$ cat config.mk
export PLATFORM = sky130hd
export DESIGN_NAME = llc_rst_flush_sequencer
export DESIGN_NICKNAME = d
export VERILOG_FILES = /design/src/rtl/llc_rst_flush_sequencer_pkg.sv /design/src/rtl/llc_rsf_walk_counter.sv /design/src/rtl/llc_rst_flush_sequencer.sv
export SDC_FILE = /design/constraint.sdc
export NUM_CORES = 1
export LEC_CHECK = 0
export ABC_AREA = 1
export ABC_CLOCK_PERIOD_IN_PS = 4160
export CAP_MARGIN = 20
export CORE_MARGIN = 10
export CORE_UTILIZATION = 49
export CTS_BUF_LIST = sky130_fd_sc_hd__clkbuf_4 sky130_fd_sc_hd__clkbuf_8
export DETAILED_ROUTE_END_ITERATION = 10
export PLACE_DENSITY = 0.95
export SLEW_MARGIN = 25
export SYNTH_ARGS = -nofsm -noshare
export SYNTH_HDL_FRONTEND = slang
export SYNTH_SLANG_ARGS = --single-unit
$ cat constraint.sdc
create_clock -name clk -period 4.16 [get_ports clk]
set_input_delay 0.416 -clock clk [delete_from_list [all_inputs] [get_ports clk]]
set_output_delay 0.416 -clock clk [all_outputs]
set_load 0.01 [all_outputs]
$ cat src/rtl/llc_rst_flush_sequencer_pkg.sv
// Shared types for the LLC reset/flush set-walk sequencer.
package llc_rst_flush_sequencer_pkg;

  localparam int unsigned LLC_SET_BITS      = 9;
  localparam int unsigned LLC_WALK_CNT_BITS = 16;

  typedef logic [LLC_SET_BITS-1:0] llc_set_t;

  typedef enum logic [1:0] {
    IDLE = 2'd0,
    WALK = 2'd1,
    DONE = 2'd2
  } llc_rsf_state_t;

endpackage

$ cat src/rtl/llc_rsf_walk_counter.sv
// Set-index counter for the rst/flush walk: synchronous clear, increment, all-ones detect.
module llc_rsf_walk_counter
  import llc_rst_flush_sequencer_pkg::*;
#(
  parameter int unsigned W = LLC_SET_BITS
) (
  input  logic         clk,
  input  logic         rst_n,
  input  logic         clr_i,
  input  logic         inc_i,
  output logic [W-1:0] cnt_o,
  output logic         all_ones_o
);

  logic [W-1:0] cnt_q, cnt_d;

  always_comb begin
    cnt_d = cnt_q;
    if (clr_i)      cnt_d = '0;
    else if (inc_i) cnt_d = cnt_q + W'(1);
  end

  always_ff @(posedge clk or negedge rst_n) begin
    if (!rst_n) cnt_q <= '0;
    else        cnt_q <= cnt_d;
  end

  assign cnt_o      = cnt_q;
  assign all_ones_o = &cnt_q;

endmodule

$ cat src/rtl/llc_rst_flush_sequencer.sv
// LLC reset/flush walk sequencer: one command at a time, one set per set_done pulse.
// Optional walk-duration counter built when LLC_RST_FLUSH_PERF_EN is defined.
module llc_rst_flush_sequencer
  import llc_rst_flush_sequencer_pkg::*;
#(
  parameter int unsigned SET_BITS      = LLC_SET_BITS,
  parameter int unsigned WALK_CNT_BITS = LLC_WALK_CNT_BITS
) (
  input  logic                     clk,
  input  logic                     rst,
  input  logic                     cmd_valid,
  input  logic                     cmd_is_flush,
  output logic                     cmd_ready,
  input  logic                     set_done,
  input  logic                     abort,
  output logic                     rst_stall,
  output logic                     flush_stall,
  output logic [SET_BITS-1:0]      rst_flush_stalled_set,
  output logic                     last_set,
  output logic                     rst_flush_done,
  output logic                     done_was_flush,
  output logic [WALK_CNT_BITS-1:0] walk_cycles
);

  llc_rsf_state_t state_q, state_d;
  logic rst_stall_q, rst_stall_d;
  logic flush_stall_q, flush_stall_d;
  logic done_q, done_d;
  logic dwf_q, dwf_d;
  logic ready_q, ready_d;
  logic cnt_clr, cnt_inc, cnt_all_ones;
  logic accept;

  assign accept = (state_q == IDLE) & cmd_valid;

  llc_rsf_walk_counter #(.W(SET_BITS)) u_walk_counter (
    .clk        (clk),
    .rst_n      (rst),
    .clr_i      (cnt_clr),
    .inc_i      (cnt_inc),
    .cnt_o      (rst_flush_stalled_set),
    .all_ones_o (cnt_all_ones)
  );

  // Next-state and flag logic; abort outranks a coincident set_done.
  always_comb begin
    state_d       = state_q;
    rst_stall_d   = rst_stall_q;
    flush_stall_d = flush_stall_q;
    dwf_d         = dwf_q;
    done_d        = 1'b0;
    cnt_clr       = 1'b0;
    cnt_inc       = 1'b0;
    unique case (state_q)
      IDLE: begin
        if (cmd_valid) begin
          cnt_clr       = 1'b1;
          rst_stall_d   = ~cmd_is_flush;
          flush_stall_d = cmd_is_flush;
          state_d       = WALK;
        end
      end
      WALK: begin
        if (abort) begin
          cnt_clr       = 1'b1;
          rst_stall_d   = 1'b0;
          flush_stall_d = 1'b0;
          state_d       = IDLE;
        end else if (set_done) begin
          if (cnt_all_ones) begin
            rst_stall_d   = 1'b0;
            flush_stall_d = 1'b0;
            dwf_d         = flush_stall_q;
            done_d        = 1'b1;
            state_d       = DONE;
          end else begin
            cnt_inc = 1'b1;
          end
        end
      end
      DONE: begin
        cnt_clr = 1'b1;
        state_d = IDLE;
      end
      default: state_d = IDLE;
    endcase
    ready_d = (state_d == IDLE);
  end

  always_ff @(posedge clk or negedge rst) begin
    if (!rst) begin
      state_q       <= IDLE;
      rst_stall_q   <= 1'b0;
      flush_stall_q <= 1'b0;
      done_q        <= 1'b0;
      dwf_q         <= 1'b0;
      ready_q       <= 1'b1;
    end else begin
      state_q       <= state_d;
      rst_stall_q   <= rst_stall_d;
      flush_stall_q <= flush_stall_d;
      done_q        <= done_d;
      dwf_q         <= dwf_d;
      ready_q       <= ready_d;
    end
  end

  assign cmd_ready      = ready_q;
  assign rst_stall      = rst_stall_q;
  assign flush_stall    = flush_stall_q;
  assign rst_flush_done = done_q;
  assign done_was_flush = dwf_q;
  assign last_set       = (state_q == WALK) & cnt_all_ones;

`ifdef LLC_RST_FLUSH_PERF_EN
  logic [WALK_CNT_BITS-1:0] perf_q, perf_inc, walk_cycles_q;

  // Snapshot includes the final WALK cycle, so it equals the cycles spent in WALK.
  assign perf_inc = (&perf_q) ? perf_q : perf_q + WALK_CNT_BITS'(1);

  always_ff @(posedge clk or negedge rst) begin
    if (!rst) begin
      perf_q        <= '0;
      walk_cycles_q <= '0;
    end else begin
      if (accept)                 perf_q <= '0;
      else if (state_q == WALK)   perf_q <= perf_inc;
      if ((state_q == WALK) && (state_d == DONE)) walk_cycles_q <= perf_inc;
    end
  end

  assign walk_cycles = walk_cycles_q;
`else
  logic unused_accept;
  assign unused_accept = accept;
  assign walk_cycles   = '0;
`endif

endmodule

# [Word level (Yosys, flattened, before mapping)]
# Cells that the tools add are included.
[classes] add_sub_neg=1 n_eq_ne=5 n_mux=25 bitwise=3 n_reduce_logical=7
[op_table] op="2-to-1 mux 9 bit" n=2
[op_table] op="2-to-1 mux 1 bit" n=15
[op_table] op="AND reduction 12 bit" n=1
[op_table] op="adder 9 x 1 -> 9 bit, second input constant" n=1
[op_table] op="AND reduction 9 bit" n=1
[op_table] op="2-to-1 mux 2 bit" n=4
[op_table] op="!= test 3 bit, second input constant" n=2
[op_table] op="logical NOT 2 bit" n=2
[op_table] op="case mux 1 bit (2 select lines)" n=2
[op_table] op="case mux 2 bit (2 select lines)" n=1
[op_table] op="AND reduction 4 bit" n=1
[op_table] op="nonzero test 2 bit" n=2
[op_table] op="case mux 1 bit (3 select lines)" n=1
[op_table] op="equality test 2 x 1 -> 1 bit, second input constant" n=1
[op_table] op="equality test 2 bit, second input constant" n=1
[op_table] op="!= test 2 bit, second input constant" n=1
[op_table] op="NOT 1 bit" n=2
[op_table] op="bitwise AND 1 bit" n=1
[totals] ff_bits=16 in_bits=6 output_inout_bits=31 elab_cells=48

# [Logic depth before layout (Yosys ltp)]
# Gate-level depths: netlist of the first run.
[logic_depth] word_depth=7 depth_mapped=11 ltp_nobuf=11

# [Modules after synthesis]
# Synthesis of the first run repeated with hierarchy kept, for this count alone.
[unflattened] cells_unflattened=121 hier_area_um2=967.2
[modules_own_cells] module="llc_rsf_walk_counter" instances=1 cells_each=64 area_per_inst_um2=506.7 seq_area_each_um2=225.2
[modules_own_cells] module="llc_rst_flush_sequencer" instances=1 cells_each=57 area_per_inst_um2=460.4 seq_area_each_um2=176.4

# [Worst setup path after synthesis of the first run]
# No wires, ideal clock.
[synth_path] kind="flip-flop to output port" from="register u_walk_counter.cnt_q[0], in the netlist u_walk_counter.cnt_o[0]" to="output last_set" arrival_time_ns=1.501 required_time_ns=3.744 setup_slack_ns=2.243 stages_incl_launch_ff=8 n_path_buf=0 path_cell_list="dfrtp_1 -> ha_1 -> nand2_1 -> nor2_1 -> and3_1 -> ha_1 -> inv_1 -> nor2_1"
[synth_via] elab_chain_len=2
[synth_lines] item="start, declared" line="llc_rsf_walk_counter.sv:15" text="logic [W-1:0] cnt_q, cnt_d;"
[synth_lines] item="start signal, assigned" line="llc_rsf_walk_counter.sv:25" text="else cnt_q <= cnt_d;"
[synth_lines] item="AND reduction 9 bit" line="llc_rsf_walk_counter.sv:29" text="assign all_ones_o = &cnt_q;"
[synth_lines] item="bitwise AND 1 bit" line="llc_rst_flush_sequencer.sv:113" text="assign last_set = (state_q == WALK) & cnt_all_ones;"
[synth_lines] item="end, declared" line="llc_rst_flush_sequencer.sv:19" text="output logic last_set,"
# Every way passes these cells.

# [Worst setup path in the final report of the first run]
# Ends and elaborated chain as after synthesis.

==> results of run 1 <==
==> power groups by stage <==
stage	registers [mW]	clock network, mW	logic, mW
global placement	0.174	0	0.0753
global route	0.172	0.105	0.0885
CTS	0.171	0.0972	0.0787
detailed placement	0.174	0	0.0784
floorplan	0.177	0	0.0553
finish	0.171	0.0974	0.0790
==> worst max-delay path, cell delays in order (launching register included) <==
cell             delay [ns]
dfrtp_1                0.44
ha_1                   0.22
nand2_1                0.10
nor2_1                 0.19
and3_1                 0.19
ha_1                   0.23
inv_1                  0.10
nor2_1                 0.11
clkdlybuf4s50_1        0.54
==> layout by cell type (no fill, tap or decap), types with 2 or more instances in the layout <==
cell type        instances
nand2_1                 40
clkdlybuf4s50_1         20
nor2_1                  16
conb_1                  16
dfrtp_1                 15
nand3_1                 12
inv_1                   10
clkbuf_4                 4
o21ai_2                  3
a21oi_1                  3
o21ai_0                  3
inv_2                    2
nand2_4                  2
nand4_1                  2
nor2_4                   2
or2_2                    2
ha_1                     2
==> area by class of cell <==
type                    instances  area, µm²  share of cell area
repair buffers                 20      200.2              0.1626
flip-flops and latches         16      401.6              0.3262
inverters                      13      53.80             0.04370
well taps                      27      33.78             0.02744
multi-input cells             107      511.7              0.4157
clock buffers                   4      30.03             0.02439
==> metal layers <==
metal,global-route usage,up-vias
met3,0.03729,6
li1,-,448
met2,0.1993,39
met1,0.1275,445
met4,0.06150,0
met5,0,-
==> state kept, by name, summed over array words and instances, names as in the netlist <==
name / flops
rst_stall: 1
flush_stall: 1
rst_flush_done: 1
cmd_ready: 1
u_walk_counter.cnt_o: 9
state_q: 2
done_was_flush: 1
==> kinds of logic (layout without fill, tap and decap cells) <==
logic type                 Yosys count  count (layout)  synth area share
adders and majority gates            2               2           0.02427
DFF                                 16              16            0.3896
and+or+nand+nor                     79              79            0.3519
AOI/OAI and AO/OA                   10              10           0.06189
other                                1              16          0.003637
buffers and inverters               29              37            0.1687
==> metrics by stage <==
step / util / setup slack, ns / hold slack (ns)
after global placement: 0.6061 / 1.763 / 0.4529
final: 0.6212 / 1.336 / 0.4960
after global routing: 0.6212 / 1.177 / 0.5054
after floorplan: - / 2.243 / 0.1204
after detailed placement: 0.6061 / 1.674 / 0.4715
after CTS: 0.6212 / 1.331 / 0.4966
==> worst max-delay path by stage <==
| stage | endpoint | depth (start not counted) |
|---|---|---|
| 6_report | last_set | 8 |
| 4_1_cts | last_set | 8 |
| 5_1_grt | last_set | 8 |
| 3_5_place_dp | last_set | 8 |
| 2_1_floorplan | last_set | 7 |
| 3_3_place_gp | last_set | 8 |
==> metrics.cfg, run 1 <==
[yosys]
avgSynthCellArea_um2 = 7.525
yosysMostFrequentCell = nand2_1
synth_flop_cell = dfrtp_1
ys_seq_area_frac = 0.3896
synthTopCellsByArea = dfrtp_1, nand2_1, buf_4
yosys-top-cells-count = nand2_1, buf_4, nor2_1, dfrtp_1, nand3_1
syn_area_um2 = 1031
synth_seq_cells = 16
synth.largest_area_cell = dfrtp_1
synth_edf_count = 0
syn_inst = 137
ys_types = 22
synth_top_area_share = 0.3641
yosys_warnings = 0
async_reset_ff_frac = 1.000

[floorplanning]
design.core.area_um2 = 1982
start_util = 0.5202
die-area_um2 = 4339
die_w_um = 65.87
die_h_um = 65.87
core.rowCount = 16
io_pins = 37

[min_path]
holdPathStages = 2
min_to = done_was_flush
min_from = done_was_flush
min-delay-path-class = reg -> reg

[place]
dp.cells = 183
gp_congestion = 0.8864
port_buffers = 20
hpwl_um = 1921
post_dp_cell_area_um2 = 1201

[routing]
route.detailed.drc = 0
wirelength_um = 2429
final_antenna_net_count = 0
firstDrtPassIters = 4
via_count = 938
via_per_inst = 5.016
wl_met1_um = 920
wl_per_cell_um = 12.99
wl_met2_um = 1200
wl_met3_um = 256
maxUsedRoutingLayer = met4
dr.first_iter.drc_count = 23

[clock_tree]
cts_resized = 0
cts_root_buf = clkbuf_4
clock_latency_ns = 0.29
htreeDepth = 1
numCtsBuffers = 3
postCtsSetupRepairBufs = 0
cts_tree = yes
cts-hold-fix-buffers = 0
cts_max_path_buffers = 2
cts.sinks = 16
clk_transition_reported_paths_ns = 0.10

[global_route]
grt_use_total = 0.1176
grt_pass1_vias = 924
grt_overflow = 0
grt_max_degree = 17
antenna_found_initial = 0
grt_pass1_wl_um = 4071

[pwr]
pwr-share-clk = 0.281
p_sw_mw = 0.1100
p_sw_frac = 0.3167
p_total_mw = 0.3473
comb_power_share = 0.227
vdd_drop_max_mv = 0.1713
power_density_nw_per_um2 = 282.1
intPower_mw = 0.2373
pwr-share-seq = 0.492
cellLeakagePower_nw = 0.5929

[sta]
report.final.setup_viol = 0
slew_violations = 0
period_share = 0.6790
fin_skew_ns = 0.0006746
finalHoldViolations = 0
worst_pin_slew_ns = 0.7370
max_freq_mhz = 354.0
fin_crit_ns = 2.824
final.setup.tns_ns = 0
max_slew_margin = 0.5071
rsz0062_at_grt = no

[finish]
nFillCells = 170
diodes = 0
syn2layout_area_growth_pct = 19.42
layoutNonFillerInstCount = 187
nNetsFinal = 169
final_area_um2 = 1231
drive_above_1_share = 0.1188

[critical_path]
startpoint_type = register
rr_endpoint = rst_stall
r2r_start = u_walk_counter.cnt_o[0]
startpoint = u_walk_counter.cnt_o[0]
critPathKind = reg -> out
end_kind = output port
critPathMaxFanout = 5
cp.required_ns = 3.74
cp.arrival_ns = 2.41
reg2reg_slack_ns = 2.23
r2r_cells = 10

[flow_run]
cap_violations = 0

[status]
outcome = finished clean

(Power assumes the default switching activity.)
==> run 2, diff against run 1 <==
--- a/config.mk
+++ b/config.mk
@@ -6,13 +6,13 @@
 export NUM_CORES = 1
 export LEC_CHECK = 0
 export ABC_AREA = 1
-export ABC_CLOCK_PERIOD_IN_PS = 4160
+export ABC_CLOCK_PERIOD_IN_PS = 2900
 export CAP_MARGIN = 20
 export CORE_MARGIN = 10
-export CORE_UTILIZATION = 49
+export CORE_UTILIZATION = 46
 export CTS_BUF_LIST = sky130_fd_sc_hd__clkbuf_4 sky130_fd_sc_hd__clkbuf_8
 export DETAILED_ROUTE_END_ITERATION = 10
-export PLACE_DENSITY = 0.95
+export PLACE_DENSITY = 0.93
 export SLEW_MARGIN = 25
 export SYNTH_ARGS = -nofsm -noshare
 export SYNTH_HDL_FRONTEND = slang
==> constraint.sdc (replaced) <==
create_clock -name clk -period 2.9 [get_ports clk]
set_input_delay 0.29 -clock clk [delete_from_list [all_inputs] [get_ports clk]]
set_output_delay 0.29 -clock clk [all_outputs]
set_load 0.01 [all_outputs]
==> run 2 against run 1 <==
- count of clock-buffer cells in the layout did not move
- power up 41%
- combinational power is 38% higher
- cell count up 0.53%
- clock power up 39%
- core utilization fell by 5.3 points
- first-iteration DRC count is 17% higher
- non-clock buffer count stayed put
- die area increased by 4.5%
- critical path depth is the same
- critical endpoint unchanged
- routed wire length decreased by 8.7%
==> metrics.cfg, run 2 (synthesized netlist as in run 1, its figures left out) <==
[global_route]
grt_max_degree = 17  ; unchanged
antenna_found_initial = 0  ; unchanged
grt_overflow = 0  ; unchanged
grt_pass1_vias = 867  ; -6.2%
grt_pass1_wl_um = 3698  ; -9.2%
grt_use_total = 0.1041  ; -0.01342

[pwr]
vdd_drop_max_mv = 0.3125  ; +82%
power_density_nw_per_um2 = 397.5  ; +41%
p_total_mw = 0.4899  ; +41%
cellLeakagePower_nw = 0.5929  ; unchanged

[critical_path]
critPathMaxFanout = 5  ; unchanged
end_kind = output port
critPathKind = reg -> out
cp.required_ns = 2.61  ; -1.13 ns
r2r_cells = 11  ; +1
startpoint_type = register
cp.arrival_ns = 2.40  ; about the same

[routing]
via_count = 866  ; -7.7%
route.detailed.drc = 0  ; unchanged
firstDrtPassIters = 4  ; unchanged
dr.first_iter.drc_count = 27  ; +17%
final_antenna_net_count = 0  ; unchanged
wl_per_cell_um = 11.79  ; -9.2%
wirelength_um = 2217  ; -8.7%
via_per_inst = 4.606  ; -8.2%

[clock_tree]
cts_resized = 0  ; unchanged
postCtsSetupRepairBufs = 0  ; unchanged
htreeDepth = 1  ; unchanged
cts.sinks = 16  ; unchanged
cts_root_buf = clkbuf_4
clock_latency_ns = 0.29  ; about the same
numCtsBuffers = 3  ; unchanged
clk_transition_reported_paths_ns = 0.09  ; about the same
cts-hold-fix-buffers = 0  ; unchanged
cts_tree = yes
cts_max_path_buffers = 2  ; unchanged

[finish]
largest_register_ffs = 9  ; unchanged
final_util = 0.5681  ; -0.05316
drive_above_1_share = 0.1188  ; unchanged
layout_common_cells = nand2_1, clkdlybuf4s50_1, nor2_1, conb_1, dfrtp_1
nNetsFinal = 169  ; unchanged
syn2layout_area_growth_pct = 19.54
final_area_um2 = 1232  ; +0.10%
final_common_cell = nand2_1
diodes = 0  ; unchanged

[sta]
worst_pin_slew_ns = 0.7051  ; -0.03193 ns
final.setup.tns_ns = 0  ; unchanged
period_share = 0.9273
max_slew_margin = 0.5285  ; +0.02136
finalHoldViolations = 0  ; unchanged
report.final.setup_viol = 0  ; unchanged
fin_skew_ns = 0.0008801  ; +0.0002055 ns
whs_ns = 0.4142  ; -0.08181 ns
max_freq_mhz = 371.9
rsz0062_at_grt = no
slew_violations = 0  ; unchanged
fin_crit_ns = 2.689

[floorplanning]
core.rowCount = 17  ; +1
start_util = 0.4752  ; -0.04500
design.core.area_um2 = 2170  ; +9.5%
die-area_um2 = 4535  ; +4.5%
die_h_um = 67.34  ; +2.2%
die_w_um = 67.34  ; +2.2%
io_pins = 37  ; unchanged

[flow_run]
cap_violations = 0  ; unchanged

[place]
post_dp_cell_area_um2 = 1202  ; +0.10%
port_buffers = 20  ; unchanged
hpwl_um = 1843  ; -4.0%
gp_congestion = 0.8735  ; -1.5%

[status]
outcome = finished clean

[min_path]
min-delay-path-class = in -> async

## run 2: cell counts in the layout (fill, tap and decap cells not counted)
No cell type changed its count.
## run 2: worst paths after layout
| check | start | endpoint | slack [ns] |
|---|---|---|---|
| max | u_walk_counter.cnt_o[0] | last_set | 0.21 |
| max in group asynchronous | rst | u_walk_counter.cnt_o[7] | 2.04 |
| min | rst | done_was_flush | 0.41 |
| min in group clk | done_was_flush | done_was_flush | 0.48 |
| max reg2reg | u_walk_counter.cnt_o[0] | u_walk_counter.cnt_o[4] | 0.99 |
| min reg2reg | done_was_flush | done_was_flush | 0.48 |
## run 2: critical path: stages (launching register included)
cell and delay (ns):
dfrtp_1 0.43, ha_1 0.21, nand2_1 0.11, nor2_1 0.19
and3_1 0.18, ha_1 0.22, inv_1 0.10, nor2_1 0.11
clkdlybuf4s50_1 0.54
## run 2: cell type report
class                           instances  area (µm²)
Fill cell                             190       937.1
Multi-Input combinational cell        107       511.7
Sequential cell                        16       401.6
Timing Repair Buffer                   20       200.2
Inverter                               13       53.80
Tap cell                               28       35.03
Clock buffer                            4       30.03
## run 2: per-layer routing
metal / wire length (µm) / up-vias / track usage / part of all wire
met4: 84 / 0 / 0.07949 / 0.038
li1: - / 442 / - / -
met5: 0 / - / 0 / 0
met1: 863 / 391 / 0.1144 / 0.39
met3: 181 / 7 / 0.02810 / 0.082
met2: 1088 / 26 / 0.1682 / 0.49
## run 2: through the flow
step,setup WS (ns),cells
finish,0.2108,188
global route,0.03536,188
CTS,0.2035,188
detailed placement,0.5366,184
global placement,0.6338,184
floorplan,1.109,152
## run 2: power breakdown
group / switching (mW) / internal [mW]
Sequential: 0.00956 / 0.236
Combinational: 0.0676 / 0.0417
Clock: 0.0722 / 0.0629
==> run 3, diff against run 2 <==
--- a/config.mk
+++ b/config.mk
@@ -6,12 +6,13 @@
 export NUM_CORES = 1
 export LEC_CHECK = 0
 export ABC_AREA = 1
-export ABC_CLOCK_PERIOD_IN_PS = 2900
+export ABC_CLOCK_PERIOD_IN_PS = 2600
 export CAP_MARGIN = 20
 export CORE_MARGIN = 10
 export CORE_UTILIZATION = 46
 export CTS_BUF_LIST = sky130_fd_sc_hd__clkbuf_4 sky130_fd_sc_hd__clkbuf_8
 export DETAILED_ROUTE_END_ITERATION = 10
+export HOLD_SLACK_MARGIN = 0.1
 export PLACE_DENSITY = 0.93
 export SLEW_MARGIN = 25
 export SYNTH_ARGS = -nofsm -noshare
==> constraint.sdc (replaced) <==
create_clock -name clk -period 2.6 [get_ports clk]
set_input_delay 0.26 -clock clk [delete_from_list [all_inputs] [get_ports clk]]
set_output_delay 0.26 -clock clk [all_outputs]
set_load 0.01 [all_outputs]
==> run 3 against run 2 <==
- global-route usage is 0.94 points higher
- register-to-register slack worse by 0.17 ns
- largest power group unchanged
- via count increased by 8.1%
- hold slack lost 0.026 ns
- non-clock buffer count rose by 3
==> metrics.cfg, run 3 (synthesized netlist as in run 1, its figures left out) <==
[pwr]
cellLeakagePower_nw = 0.6194  ; +4.5%
vdd_drop_max_mv = 0.3644  ; +17%
power_density_nw_per_um2 = 435.5  ; +9.6%

[flow_run]
cap_violations = 0  ; unchanged

[finish]
syn2layout_area_growth_pct = 23.18
nNetsFinal = 172  ; +1.8%
final_util = 0.5854  ; +0.01730
diodes = 0  ; unchanged
layout_common_cells = nand2_1, clkdlybuf4s50_1, conb_1, nor2_1, dfrtp_1
final_common_cell = nand2_1
largest_register_ffs = 9  ; unchanged
drive_above_1_share = 0.1718  ; +0.05303

[place]
port_buffers = 20  ; unchanged
hpwl_um = 1838  ; -0.29%
gp_congestion = 0.8736  ; about the same

[sta]
report.final.setup_viol = 0  ; unchanged
final.setup.tns_ns = 0  ; unchanged
finalHoldViolations = 0  ; unchanged
period_share = 0.8232
whs_ns = 0.3879  ; -0.02631 ns
worst_pin_slew_ns = 0.7302  ; +0.02509 ns
max_slew_margin = 0.5117  ; -0.01678
max_freq_mhz = 467.2
rsz0062_at_grt = no
slew_violations = 0  ; unchanged
fin_crit_ns = 2.140
fin_skew_ns = 0.001828  ; +0.0009477 ns

[floorplanning]
die_h_um = 67.34  ; unchanged
die_w_um = 67.34  ; unchanged
start_util = 0.4752  ; unchanged
die-area_um2 = 4535  ; unchanged
io_pins = 37  ; unchanged
core.rowCount = 17  ; unchanged
design.core.area_um2 = 2170  ; unchanged

[clock_tree]
htreeDepth = 1  ; unchanged
cts_tree = yes
numCtsBuffers = 3  ; unchanged
cts_max_path_buffers = 2  ; unchanged
cts_root_buf = clkbuf_4
cts.sinks = 16  ; unchanged
clk_transition_reported_paths_ns = 0.09  ; about the same
clock_latency_ns = 0.30  ; about the same

[routing]
wirelength_um = 2539  ; +15%
wl_per_cell_um = 13.29  ; +13%
final_antenna_net_count = 0  ; unchanged
via_count = 936  ; +8.1%
dr.first_iter.drc_count = 25  ; -7.4%
route.detailed.drc = 0  ; unchanged
firstDrtPassIters = 5  ; +1
via_per_inst = 4.901  ; +6.4%

[critical_path]
r2r_cells = 11  ; unchanged
startpoint_type = register
cp.required_ns = 2.34  ; -0.27 ns
critPathMaxFanout = 3  ; -2
cp.arrival_ns = 1.88  ; -0.52 ns
critPathKind = reg -> out
end_kind = output port

[status]
outcome = finished clean

[global_route]
grt_pass1_wl_um = 3995  ; +8.0%
grt_use_total = 0.1136  ; +0.009437
grt_overflow = 0  ; unchanged
antenna_found_initial = 0  ; unchanged
grt_pass1_vias = 875  ; +0.92%
grt_max_degree = 17  ; unchanged

[min_path]
min-delay-path-class = in -> async

==> run 3: cell types whose count changed in the layout (fill, tap and decap cells not counted), sizes merged <==
cell | previous run | this run
buf | 0 | 3
clkdlybuf4s50 | 20 | 19
dlymetal6s2s | 0 | 1
==> run 3: path summary, 6_finish.rpt <==
check,slack [ns],to,startpoint
worst max-delay path,0.46,last_set,u_walk_counter.cnt_o[0]
worst min-delay path,0.39,u_walk_counter.cnt_o[5],rst
worst max register to register,0.82,u_walk_counter.cnt_o[4],u_walk_counter.cnt_o[0]
worst min register to register,0.49,done_was_flush,done_was_flush
max in group asynchronous,1.71,u_walk_counter.cnt_o[3],rst
min in group clk,0.49,done_was_flush,done_was_flush
==> run 3: power by group <==
group,switching [mW],internal [mW],leakage [nW]
clock,0.0826,0.0703,0.0184
sequential,0.00915,0.263,0.212
combinational,0.0788,0.0490,0.389
==> run 3: through the flow <==
stage	power (mW)	setup WS, ns	cell area (µm²)	instances
after floorplan	0.3710	0.8393	1087	152
after global placement	0.3978	0.3638	1202	184
after detailed placement	0.4014	0.2845	1202	184
after CTS	0.5559	0.03709	1250	190
after global routing	0.5854	0.3353	1270	191
final	0.5530	0.4597	1270	191
==> run 3: repair_timing <==
action | in CTS | in global routing
setup endpoints to repair | 1 | 1
pin swaps | 0 | 1
hold buffers | 0 | 0
gates resized for setup | 1 | 6
setup buffers | 2 | 1
endpoints found under the hold margin | 0 | 0
==> run 3: per-layer routing <==
metal  vias up  GRT usage  routed length [µm]
met5         -          0                   0
met2        41     0.1813                1238
met4         0    0.07949                 118
met1       430     0.1308                 957
li1        450          -                   -
met3        15    0.02810                 225
==> run 3: layout make-up <==
| type | instances | area, µm² |
|---|---|---|
| Fill cell | 180 | 899.6 |
| Multi-Input combinational cell | 107 | 521.8 |
| Sequential cell | 16 | 404.1 |
| Timing Repair Buffer | 23 | 225.2 |
| Inverter | 13 | 53.80 |
| Tap cell | 28 | 35.03 |
| Clock buffer | 4 | 30.03 |
==> run 3: worst max-delay path, cell delays in order (launching register included) <==
cell,delay [ns]
dfrtp_1,0.37
ha_2,0.22
nand2_2,0.10
nor2_2,0.16
and3_1,0.18
ha_2,0.21
inv_1,0.09
nor2_1,0.10
dlymetal6s2s_1,0.16
